File: config.mk
export PLATFORM = sky130hd
export DESIGN_NAME = video_timing_gen
export DESIGN_NICKNAME = d
export VERILOG_FILES = /design/src/rtl/video_timing_pkg.sv /design/src/rtl/sync_delay.sv /design/src/rtl/video_timing_gen.sv
export SDC_FILE = /design/constraint.sdc
export NUM_CORES = 1
export LEC_CHECK = 0
export BUFFER_PORTS_ARGS = -buffer_cell sky130_fd_sc_hd__clkbuf_2
export CORE_MARGIN = 2
export CORE_UTILIZATION = 51
export DETAILED_ROUTE_END_ITERATION = 7
export PLACE_DENSITY = 0.8
export SLEW_MARGIN = 0
export SYNTH_ARGS = -nofsm -noshare
export SYNTH_HDL_FRONTEND = slang
export SYNTH_SLANG_ARGS = --single-unit
File: constraint.sdc
create_clock -name pixclk -period 2 [get_ports pixclk]
set_input_delay 0.1 -clock pixclk [delete_from_list [all_inputs] [get_ports pixclk]]
set_output_delay 0.1 -clock pixclk [all_outputs]
set_load 0.005 [all_outputs]
File: src/rtl/video_timing_pkg.sv
// Purpose: shared constants and helpers for the raster timing generator.
// Latency: n/a (package only).
// Backpressure: n/a (package only).
//
// Provides line/frame total helpers, sync window bounds, the colour-bar
// table and reference parameter sets for 640x480@60 and 1280x720@60.

package video_timing_pkg;

    // Total length of a line or frame from its four regions.
    function automatic int timing_total(input int active, input int fp,
                                        input int sync_w, input int bp);
        return active + fp + sync_w + bp;
    endfunction

    // First count inside the sync window.
    function automatic int sync_start(input int active, input int fp);
        return active + fp;
    endfunction

    // First count after the sync window (exclusive end).
    function automatic int sync_end(input int active, input int fp, input int sync_w);
        return active + fp + sync_w;
    endfunction

    localparam int PIPE_MAX  = 4;
    localparam int BAR_COUNT = 8;

    // Colour bars left to right, {R,G,B}:
    // white, yellow, cyan, green, magenta, red, blue, black.
    localparam logic [0:BAR_COUNT-1][23:0] COLOUR_BARS = '{
        24'hFFFFFF, 24'hFFFF00, 24'h00FFFF, 24'h00FF00,
        24'hFF00FF, 24'hFF0000, 24'h0000FF, 24'h000000
    };

    // 640x480@60, 25.175 MHz pixel clock, both syncs used active-high here.
    localparam int VGA_H_ACTIVE = 640;
    localparam int VGA_H_FP     = 16;
    localparam int VGA_H_SYNC   = 96;
    localparam int VGA_H_BP     = 48;
    localparam int VGA_V_ACTIVE = 480;
    localparam int VGA_V_FP     = 10;
    localparam int VGA_V_SYNC   = 2;
    localparam int VGA_V_BP     = 33;
    localparam int VGA_H_POL    = 1;
    localparam int VGA_V_POL    = 1;

    // 1280x720@60, 74.25 MHz pixel clock, positive syncs.
    localparam int HD720_H_ACTIVE = 1280;
    localparam int HD720_H_FP     = 110;
    localparam int HD720_H_SYNC   = 40;
    localparam int HD720_H_BP     = 220;
    localparam int HD720_V_ACTIVE = 720;
    localparam int HD720_V_FP     = 5;
    localparam int HD720_V_SYNC   = 5;
    localparam int HD720_V_BP     = 20;
    localparam int HD720_H_POL    = 1;
    localparam int HD720_V_POL    = 1;

endpackage

File: src/rtl/sync_delay.sv
// Purpose: WIDTH-bit, PIPE-deep shift register that advances only on ce.
// Latency: PIPE enabled cycles; PIPE=0 is a combinational pass-through.
// Backpressure: none; ce=0 freezes every stage.
//
// Ports: pixclk, rst (sync, active-high), ce (shift enable),
//        rst_val (value loaded into every stage on reset),
//        din (stage-0 input), dout (last stage).

module sync_delay #(
    parameter int WIDTH = 1,
    parameter int PIPE  = 1
) (
    input  logic             pixclk,
    input  logic             rst,
    input  logic             ce,
    input  logic [WIDTH-1:0] rst_val,
    input  logic [WIDTH-1:0] din,
    output logic [WIDTH-1:0] dout
);

    generate
        if (PIPE == 0) begin : g_pass
            // No register to clear, so reset forces the output directly;
            // this keeps the reset-time output values identical for all PIPE.
            assign dout = rst ? rst_val : din;

            logic unused_clk_ce;
            assign unused_clk_ce = &{1'b0, pixclk, ce};
        end else begin : g_pipe
            logic [WIDTH-1:0] stage_q [PIPE];

            always_ff @(posedge pixclk) begin
                if (rst) begin
                    for (int i = 0; i < PIPE; i++) begin
                        stage_q[i] <= rst_val;
                    end
                end else if (ce) begin
                    stage_q[0] <= din;
                    for (int i = 1; i < PIPE; i++) begin
                        stage_q[i] <= stage_q[i-1];
                    end
                end
            end

            assign dout = stage_q[PIPE-1];
        end
    endgenerate

endmodule

File: src/rtl/video_timing_gen.sv
// Purpose: parametrised raster timing generator (coords, DE, syncs, strobes).
// Latency: x/y from registers with no delay; de/hsync/vsync/sol/sof/rgb PIPE enabled cycles later.
// Backpressure: none; ce=0 holds counters, delay line and pattern state.
//
// Ports: pixclk, rst (sync, active-high, wins over ce), ce (pixel enable),
//        x/y (undelayed counts), de/hsync/vsync/sol/sof (delayed by PIPE),
//        red/green/blue (colour bars aligned with de, zero in blanking).
// Optional build macro VIDEO_TIMING_PATTERN_EN enables the colour-bar pattern;
// without it red/green/blue are tied to zero.

module video_timing_gen
    import video_timing_pkg::*;
#(
    parameter int H_ACTIVE = VGA_H_ACTIVE,
    parameter int H_FP     = VGA_H_FP,
    parameter int H_SYNC   = VGA_H_SYNC,
    parameter int H_BP     = VGA_H_BP,
    parameter int V_ACTIVE = VGA_V_ACTIVE,
    parameter int V_FP     = VGA_V_FP,
    parameter int V_SYNC   = VGA_V_SYNC,
    parameter int V_BP     = VGA_V_BP,
    parameter int H_POL    = VGA_H_POL,
    parameter int V_POL    = VGA_V_POL,
    parameter int PIPE     = 1,
    parameter int CW       = 12
) (
    input  logic          pixclk,
    input  logic          rst,
    input  logic          ce,
    output logic [CW-1:0] x,
    output logic [CW-1:0] y,
    output logic          de,
    output logic          hsync,
    output logic          vsync,
    output logic          sol,
    output logic          sof,
    output logic [7:0]    red,
    output logic [7:0]    green,
    output logic [7:0]    blue
);

    localparam int H_TOTAL  = timing_total(H_ACTIVE, H_FP, H_SYNC, H_BP);
    localparam int V_TOTAL  = timing_total(V_ACTIVE, V_FP, V_SYNC, V_BP);
    localparam int HS_START = sync_start(H_ACTIVE, H_FP);
    localparam int HS_END   = sync_end(H_ACTIVE, H_FP, H_SYNC);
    localparam int VS_START = sync_start(V_ACTIVE, V_FP);
    localparam int VS_END   = sync_end(V_ACTIVE, V_FP, V_SYNC);

    // ------------------------------------------------------------------
    // Elaboration-time legality checks
    // ------------------------------------------------------------------
    generate
        if (H_ACTIVE < 1 || H_FP < 1 || H_SYNC < 1 || H_BP < 1 ||
            V_ACTIVE < 1 || V_FP < 1 || V_SYNC < 1 || V_BP < 1) begin : g_bad_timing
            $error("video_timing_gen: every active/porch/sync region must be >= 1");
        end
        if (PIPE < 0 || PIPE > PIPE_MAX) begin : g_bad_pipe
            $error("video_timing_gen: PIPE must be in 0..4");
        end
        if (CW < 1 || ((H_TOTAL - 1) >> CW) != 0 || ((V_TOTAL - 1) >> CW) != 0) begin : g_bad_cw
            $error("video_timing_gen: CW too narrow for H_TOTAL-1 / V_TOTAL-1");
        end
    endgenerate

    // Bounds as CW-bit constants so all compares are width-matched. Every
    // exclusive end is < TOTAL because the back porch is at least one count.
    localparam logic [CW-1:0] ONE_C      = CW'(1);
    localparam logic [CW-1:0] H_LAST_C   = CW'(H_TOTAL - 1);
    localparam logic [CW-1:0] V_LAST_C   = CW'(V_TOTAL - 1);
    localparam logic [CW-1:0] H_ACT_C    = CW'(H_ACTIVE);
    localparam logic [CW-1:0] V_ACT_C    = CW'(V_ACTIVE);
    localparam logic [CW-1:0] HS_START_C = CW'(HS_START);
    localparam logic [CW-1:0] HS_END_C   = CW'(HS_END);
    localparam logic [CW-1:0] VS_START_C = CW'(VS_START);
    localparam logic [CW-1:0] VS_END_C   = CW'(VS_END);
    localparam logic          H_POL_B    = (H_POL != 0);
    localparam logic          V_POL_B    = (V_POL != 0);

    // ------------------------------------------------------------------
    // Raster counters
    // ------------------------------------------------------------------
    logic [CW-1:0] x_q;
    logic [CW-1:0] y_q;
    logic          x_last;
    logic          y_last;

    assign x_last = (x_q == H_LAST_C);
    assign y_last = (y_q == V_LAST_C);

    always_ff @(posedge pixclk) begin
        if (rst) begin
            x_q <= '0;
            y_q <= '0;
        end else if (ce) begin
            if (x_last) begin
                x_q <= '0;
                y_q <= y_last ? '0 : (y_q + ONE_C);
            end else begin
                x_q <= x_q + ONE_C;
            end
        end
    end

    assign x = x_q;
    assign y = y_q;

    // ------------------------------------------------------------------
    // Raw timing decode (vsync depends on y only, so it switches with x==0)
    // ------------------------------------------------------------------
    logic de_r;
    logic hs_r;
    logic vs_r;
    logic sol_r;
    logic sof_r;

    assign de_r  = (x_q < H_ACT_C) && (y_q < V_ACT_C);
    assign hs_r  = (x_q >= HS_START_C) && (x_q < HS_END_C);
    assign vs_r  = (y_q >= VS_START_C) && (y_q < VS_END_C);
    assign sol_r = (x_q == '0);
    assign sof_r = sol_r && (y_q == '0);

    // ------------------------------------------------------------------
    // Delay line; syncs are carried as "asserted" flags and polarity is
    // applied at the output, so the all-zero reset value means "inactive".
    // ------------------------------------------------------------------
    logic [4:0] tim_d;

    sync_delay #(
        .WIDTH (5),
        .PIPE  (PIPE)
    ) u_tim_delay (
        .pixclk  (pixclk),
        .rst     (rst),
        .ce      (ce),
        .rst_val (5'b0),
        .din     ({de_r, hs_r, vs_r, sol_r, sof_r}),
        .dout    (tim_d)
    );

    assign de    = tim_d[4];
    assign hsync = tim_d[3] ? H_POL_B : ~H_POL_B;
    assign vsync = tim_d[2] ? V_POL_B : ~V_POL_B;
    assign sol   = tim_d[1];
    assign sof   = tim_d[0];

    // ------------------------------------------------------------------
    // Colour-bar pattern
    // ------------------------------------------------------------------
`ifdef VIDEO_TIMING_PATTERN_EN
    // Narrow actives still get one-pixel bars rather than a zero width.
    localparam int            BW      = (H_ACTIVE / BAR_COUNT < 1) ? 1 : (H_ACTIVE / BAR_COUNT);
    localparam logic [CW-1:0] BW_LAST = CW'(BW - 1);

    logic [CW-1:0] sub_q;
    logic [2:0]    bar_q;
    logic [23:0]   rgb_r;
    logic [23:0]   rgb_d;

    // bar_q/sub_q always describe the pixel at x_q: both are cleared on the
    // same edge x wraps. The last bar stops advancing so any remainder of
    // H_ACTIVE/8 is absorbed by it.
    always_ff @(posedge pixclk) begin
        if (rst) begin
            sub_q <= '0;
            bar_q <= '0;
        end else if (ce) begin
            if (x_last) begin
                sub_q <= '0;
                bar_q <= '0;
            end else if (sub_q == BW_LAST && bar_q != 3'd7) begin
                sub_q <= '0;
                bar_q <= bar_q + 3'd1;
            end else begin
                sub_q <= sub_q + ONE_C;
            end
        end
    end

    assign rgb_r = de_r ? COLOUR_BARS[bar_q] : 24'h000000;

    sync_delay #(
        .WIDTH (24),
        .PIPE  (PIPE)
    ) u_rgb_delay (
        .pixclk  (pixclk),
        .rst     (rst),
        .ce      (ce),
        .rst_val (24'h000000),
        .din     (rgb_r),
        .dout    (rgb_d)
    );

    assign red   = rgb_d[23:16];
    assign green = rgb_d[15:8];
    assign blue  = rgb_d[7:0];
`else
    assign red   = 8'h00;
    assign green = 8'h00;
    assign blue  = 8'h00;
`endif

endmodule

==> results of run 1 <==
-- power by group through the flow --
stage	clock [W]	combinational [W]	sequential [W]
floorplan	0	0.0000702	0.000624
global placement	0	0.0000569	0.000622
detailed placement	0	0.0000573	0.000622
CTS	0.000370	0.0000589	0.000609
global route	0.000400	0.0000682	0.000611
finish	0.000362	0.0000595	0.000609
-- placed cells by master (no fill, tap or decap), types with 7 or more instances in the layout --
cell	n
sky130_fd_sc_hd__buf_4	15
sky130_fd_sc_hd__clkbuf_2	31
sky130_fd_sc_hd__conb_1	24
sky130_fd_sc_hd__dfxtp_1	22
sky130_fd_sc_hd__nand2_1	11
sky130_fd_sc_hd__nand3_1	13
sky130_fd_sc_hd__nand4_1	7
sky130_fd_sc_hd__nor2_1	16
sky130_fd_sc_hd__o31ai_2	7
-- per-stage QoR --
step	utilization (%)	cell area (sq um)	power [W]	hold slack, ns	std cells
floorplan	-	1849	0.0006937	0.1691	220
global placement	58.27	1944	0.0006788	0.3441	277
detailed placement	58.27	1944	0.0006797	0.3497	277
CTS	60.33	2013	0.001038	0.1558	286
global route	60.40	2016	0.001079	0.1496	286
finish	60.40	2016	0.001030	0.1476	286
-- flip-flops by register name (all words and copies together), names as in the netlist --
name                        count
u_tim_delay.g_pipe.stage_q      5
y                              12
x                              12
-- final cells by class --
type / count / area (sq um)
fillers: 301 / 1321
well taps: 46 / 57.56
multi-input cells: 150 / 965.9
flip-flops and latches: 29 / 633.1
inverters: 6 / 22.52
repair buffers: 47 / 277.8
clock buffers: 8 / 58.81
-- path summary, 6_finish.rpt --
kind / startpoint / end / depth (start not counted)
max reg2reg: y[1] / y[7] / 6
min: ce / x[0] / 3
max: y[1] / y[7] / 6
min reg2reg: x[1] / x[1] / 2
-- what timing repair did --
item | in CTS | in global routing
hold buffers | 1 | 0
endpoints found under the hold margin | 1 | 0
endpoints found under the setup margin | 0 | 7
gates resized for setup | 0 | 2
-- cells by family after synthesis --
kind of cell               Yosys count
DFF                                 29
adders and majority gates            4
and+or+nand+nor                     83
other                                1
buffers and inverters               41
xor gates and xnor gates             9
AOI/OAI and AO/OA                   30
-- worst max-delay path: stages (launching register included) --
cell and delay, ns:
sky130_fd_sc_hd__dfxtp_1 0.32, sky130_fd_sc_hd__inv_1 0.07, sky130_fd_sc_hd__ha_1 0.13, sky130_fd_sc_hd__or4b_4 0.46, sky130_fd_sc_hd__o41a_1 0.49, sky130_fd_sc_hd__a32oi_1 0.22
sky130_fd_sc_hd__o31ai_2 0.09
-- per-layer routing --
| metal | global-route usage, % | part of all wire (%) | wire length, microns |
|---|---|---|---|
| met2 | 28.49 | 45 | 1573 |
| met3 | 6.667 | 7.4 | 258 |
| met4 | 7.222 | 2.3 | 81 |
| met1 | 25.77 | 45 | 1593 |
| met5 | 0 | 0 | 0 |
==> key figures, run 1 <==
Clock tree
  – Level count of the clock H-tree: 2
  – Buffer cell driving the clock tree root: sky130_fd_sc_hd__clkbuf_4
  – Number of buffers on the longest clock path: 2
  – Source-to-sink clock delay at the later pin of the worst-skew pair: 0.33 ns
  – Clock buffers created by TritonCTS: 5
  – Clock input transition at the sequential cells of the worst setup and hold paths: 0.09 ns
  – Postcts setup bufs: 0
  – Number of clock sinks: 29
  – Clock tree from TritonCTS: done

Synthesis
  – Portion of netlist area occupied by mux cells: 0%
  – Simple-gate portion of the synthesized area: 28.32%
  – Top FF cell, synth: sky130_fd_sc_hd__dfxtp_1
  – Synthesized-area fraction occupied by adder cells: 2.839%
  – Top cells by area, synth: sky130_fd_sc_hd__dfxtp_1 (27%), sky130_fd_sc_hd__buf_4 (10%), sky130_fd_sc_hd__edfxtp_1 (8.5%)
  – Portion of synthesized cell area occupied by the leading cell type: 27.25%
  – Top cell type by total area after synthesis: sky130_fd_sc_hd__dfxtp_1
  – Main combinational cell family by area after synthesis: simple AND/OR/NAND/NOR gates
  – Number of enable-type register cells in the synthesized netlist: 5
  – Syn Std Cell Area: 0.001763 sq mm
  – Synth Area in XOR/XNOR: 4.471%
  – Fraction of registers with async set/reset: 0%
  – Number of warnings reported in the yosys synthesis log: 0
  – Area fraction in compound gates after synthesis: 14.05%
  – Synth top cells by count: sky130_fd_sc_hd__buf_4 (24), sky130_fd_sc_hd__dfxtp_1 (24), sky130_fd_sc_hd__nor2_1 (16)
  – Number of cells produced by synthesis: 197
  – Number of distinct standard cells referenced by the synthesized netlist: 44
  – Sequential area share after synthesis: 35.77%
  – Avg Inst Size Synth: 8.949 sq um
  – Synthesized flop and latch total: 29

Place
  – HPWL Detailed: 2555 microns
  – Final Wtd Congestion: 0.8495
  – Number of buffers inserted by port buffering: 31
  – Setup WS pre-CTS: 0.06161 ns

Pwr
  – Net switching share of the total power: 22.63%
  – Clk pwr share: 35.1%
  – Switching power: 0.0002331 W
  – Maximum ir drop on the vdd rail: 0.0003213 V
  – Power per standard cell area: 511.2 mW/mm^2
  – Leakage Power: 0.8461 nW
  – Power share of the sequential group: 59.1%
  – Combinational power share: 5.8%
  – Pint: 0.0007972 W

Floorplan
  – Core area: 0.003337 sq mm
  – Die Height: 62.80 microns
  – Number of core rows: 21
  – Total die area: 0.003943 sq mm
  – I/O pin count: 56
  – Starting Density: 52.83%
  – Die extent in x: 62.80 microns

Global routing
  – Wire length of the first global-routing pass: 5961 microns
  – Initial antenna violation count: 0
  – Total global routing track utilization: 19.21%
  – Number of global-route vias before repair: 1278
  – Maximum number of pins on one net before global-route repair: 17
  – Remaining global-route overflow: 0

Setup path
  – Critical Path Fanout Max: 7
  – Worst setup path class: reg2reg
  – Worst setup slack for register-to-register paths: 0.11 ns
  – Arrival time reported for the critical path endpoint: 2.11 ns
  – Nature of the critical path startpoint: flip-flop
  – Critical path data required time: 2.22 ns
  – Critical path capture point type: flip-flop

Timing
  – Period Utilization, post-route: 94.45%
  – Setup repair after global routing missed its margin: false
  – Hold Violations, Final: 0
  – Maximum achievable frequency: 529.4 MHz
  – Final setup slack of the worst path: 0.1110 ns
  – Final period demand of the worst path: 1.889 ns
  – Max-slew violation count: 0
  – Worst Clk Skew: 0.01284 ns
  – Sum of negative setup slack: 0 ns
  – Number of failing setup endpoints in the final timing report: 0

Min path
  – Classification of the worst-slack hold path: in2reg

Routing
  – Routed length per placed instance: 12.26 microns
  – Vias: 1515
  – Number of detailed-route iterations in the first pass: 4
  – Post-route ant nets: 0
  – Post-DR vias/cell: 5.297
  – Total wire length: 3506 microns
  – Violation count after the first detailed-route iteration: 88
  – DRC violations left: 0

Job
  – Maximum Capacitance Violations: 0

Cells and area
  – Layout overhead on the synthesized area: 14.34%
  – N_diodes: 0
  – Final layout net count: 246
  – Fraction of final layout cells sized beyond drive strength 1: 27.92%

Run status
  – Status: complete, no violations
Power figures use the tool's default switching activity.
==> inputs of run 2 (changes only) <==
--- a/config.mk
+++ b/config.mk
@@ -6,9 +6,11 @@
 export NUM_CORES = 1
 export LEC_CHECK = 0
 export BUFFER_PORTS_ARGS = -buffer_cell sky130_fd_sc_hd__clkbuf_2
+export CAP_MARGIN = 10
 export CORE_MARGIN = 2
 export CORE_UTILIZATION = 51
 export DETAILED_ROUTE_END_ITERATION = 7
+export GPL_TIMING_DRIVEN = 0
 export PLACE_DENSITY = 0.8
 export SLEW_MARGIN = 0
 export SYNTH_ARGS = -nofsm -noshare
==> key figures, run 2 (synthesis results as in run 1) <==
Routing
  – Vias: 1562
  – Post-DR vias/cell: 5.155
  – Post-route ant nets: 0
  – Number of detailed-route iterations in the first pass: 4
  – Routed length per placed instance: 11.57 microns
  – DRC violations left: 0
  – Total wire length: 3506 microns
  – Violation count after the first detailed-route iteration: 40

Setup path
  – Largest stage delay, worst path: 0.46 ns
  – Launch point of the critical path: y[1]
  – Cell with the largest stage delay on the worst path: sky130_fd_sc_hd__or4b_4
  – Path depth of the worst reg2reg path: 6
  – Worst Path Buf+Inv: 1
  – Critical path capture point type: flip-flop
  – Critical Path Fanout Max: 7
  – Worst reg2reg path startpoint: y[1]
  – Critical Path, Cell by Cell: inv_1 -> ha_1 -> or4b_4 -> o41a_1 -> a32oi_1 -> o31ai_2
  – Cell class contributing the biggest share of worst-path delay: compound AO/OA/AOI/OAI gates
  – Critical Path Sink: y[7]
  – Worst setup slack for register-to-register paths: 0.11 ns
  – Endpoint of the most critical register-to-register path: y[7]
  – Critical path data required time: 2.22 ns
  – Worst setup path class: reg2reg
  – Cell count along the critical path: 6
  – Arrival time reported for the critical path endpoint: 2.11 ns
  – Nature of the critical path startpoint: flip-flop

Floorplan
  – Total die area: 0.003943 sq mm
  – Number of core rows: 21
  – Core area: 0.003337 sq mm
  – I/O pin count: 56
  – Starting Density: 52.83%
  – Die Height: 62.80 microns
  – Die extent in x: 62.80 microns

Global routing
  – Wire length of the first global-routing pass: 6106 microns
  – Maximum number of pins on one net before global-route repair: 11
  – Total global routing track utilization: 19.37%
  – Remaining global-route overflow: 0
  – Number of global-route vias before repair: 1415
  – Initial antenna violation count: 0

Min path
  – Classification of the worst-slack hold path: in2reg

Place
  – Area of placed instances: 0.002062 sq mm
  – Number of placed cells counting well taps: 297
  – Number of buffers inserted by port buffering: 31
  – HPWL Detailed: 2596 microns
  – Final Wtd Congestion: 0.8673

Pwr
  – Combinational power share: 9.2%
  – Clk pwr share: 32.0%
  – Power per standard cell area: 489.7 mW/mm^2
  – Maximum ir drop on the vdd rail: 0.0002947 V
  – Net switching share of the total power: 23.36%
  – Power share of the sequential group: 58.8%
  – Pint: 0.0007931 W
  – Leakage Power: 0.9146 nW
  – Switching power: 0.0002417 W

Job
  – Maximum Capacitance Violations: 0

Timing
  – Maximum achievable frequency: 528.5 MHz
  – Period Utilization, post-route: 94.60%
  – Hold Violations, Final: 0
  – Sum of negative setup slack: 0 ns
  – Max-slew violation count: 0
  – Final period demand of the worst path: 1.892 ns
  – Setup repair after global routing missed its margin: false
  – Worst Clk Skew: 0.01493 ns
  – Number of failing setup endpoints in the final timing report: 0

Cells and area
  – N_diodes: 0
  – Non-filler instance count after layout: 303
  – Layout overhead on the synthesized area: 19.87%
  – Fraction of final layout cells sized beyond drive strength 1: 30.35%
  – Most common cell after layout, fill and taps aside: sky130_fd_sc_hd__clkbuf_2
  – Final layout net count: 263
  – Post-route design area: 0.002113 sq mm
  – Top library cells by usage in the layout, fill and taps aside: sky130_fd_sc_hd__clkbuf_2 (32), sky130_fd_sc_hd__buf_4 (24), sky130_fd_sc_hd__conb_1 (24), sky130_fd_sc_hd__dfxtp_1 (22), sky130_fd_sc_hd__nor2_1 (16)

Clock tree
  – Clock buffers created by TritonCTS: 5
  – Clock input transition at the sequential cells of the worst setup and hold paths: 0.09 ns
  – Level count of the clock H-tree: 2
  – Number of buffers on the longest clock path: 2
  – Source-to-sink clock delay at the later pin of the worst-skew pair: 0.33 ns
  – Buffer cell driving the clock tree root: sky130_fd_sc_hd__clkbuf_4
  – Postcts setup bufs: 0
  – Clock tree from TritonCTS: done
  – Number of clock sinks: 29

Run status
  – Status: complete, no violations
-- run 2: cell types whose count changed in the layout (fill, tap and decap cells not counted) --
cell | before | now
sky130_fd_sc_hd__buf_2 | 0 | 1
sky130_fd_sc_hd__buf_4 | 15 | 24
sky130_fd_sc_hd__clkbuf_8 | 1 | 0
sky130_fd_sc_hd__buf_6 | 0 | 1
sky130_fd_sc_hd__clkbuf_2 | 31 | 32
sky130_fd_sc_hd__clkbuf_1 | 2 | 8
-- run 2: repair_timing --
action / 4_1_cts / 5_1_grt
gates cloned: 0 / 0
setup endpoints to repair: 2 / 9
resized for setup: 0 / 4
hold endpoints to repair: 2 / 0
hold buffers: 1 / 0
pin swaps: 1 / 0
-- run 2: area by class of cell --
cell class,count,area [sq um]
Buffer,32,220.2
Clock buffer,8,48.80
Fill cell,312,1224
Inverter,6,22.52
Multi-Input combinational cell,150,965.9
Sequential cell,29,633.1
Tap cell,46,57.56
Timing Repair Buffer,32,165.2
-- run 2: routing by layer --
layer | track usage [%] | up-vias | share of wire, %
li1 | - | 791 | -
met1 | 24.18 | 704 | 46
met2 | 30.78 | 58 | 45
met3 | 4.324 | 9 | 6.8
met4 | 11.11 | 0 | 2.7
met5 | 0 | - | 0
-- run 2: worst min-delay path by stage --
stage	slack, ns	depth (start not counted)	to	start
2_1_floorplan	0.17	1	x[0]	rst
3_3_place_gp	0.33	2	x[0]	rst
3_5_place_dp	0.34	2	x[0]	rst
4_1_cts	0.26	4	x[1]	ce
5_1_grt	0.32	4	x[1]	ce
6_report	0.28	4	x[1]	ce
-- run 2: per-stage QoR --
| stage | hold WS, ns | util [%] | power (W) | worst slack (ns) |
|---|---|---|---|---|
| 2_1_floorplan | 0.1691 | - | 0.0006937 | 0.1129 |
| 3_3_place_gp | 0.3349 | 61.79 | 0.0007134 | 0.004639 |
| 3_5_place_dp | 0.3359 | 61.79 | 0.0007148 | -0.03104 |
| 4_1_cts | 0.2641 | 63.55 | 0.001045 | 0.02873 |
| 5_1_grt | 0.3205 | 63.33 | 0.001077 | 0.01189 |
| 6_report | 0.2771 | 63.33 | 0.001035 | 0.1079 |
-- run 2: worst register-to-register path, stage by stage, from the launching register on --
cell and delay, ns:
sky130_fd_sc_hd__dfxtp_2 0.36, sky130_fd_sc_hd__inv_1 0.07, sky130_fd_sc_hd__ha_1 0.12, sky130_fd_sc_hd__or4b_4 0.46, sky130_fd_sc_hd__o41a_1 0.43, sky130_fd_sc_hd__a32oi_1 0.24, sky130_fd_sc_hd__o31ai_2 0.09
-- run 2: power groups by stage --
stage                     Sequential [W]  Clock, W  Combinational [W]
final                           0.000609  0.000331          0.0000950
after detailed placement        0.000623         0          0.0000922
after global routing            0.000610  0.000361           0.000107
after floorplan                 0.000624         0          0.0000702
after CTS                       0.000609  0.000342          0.0000938
after global placement          0.000622         0          0.0000910
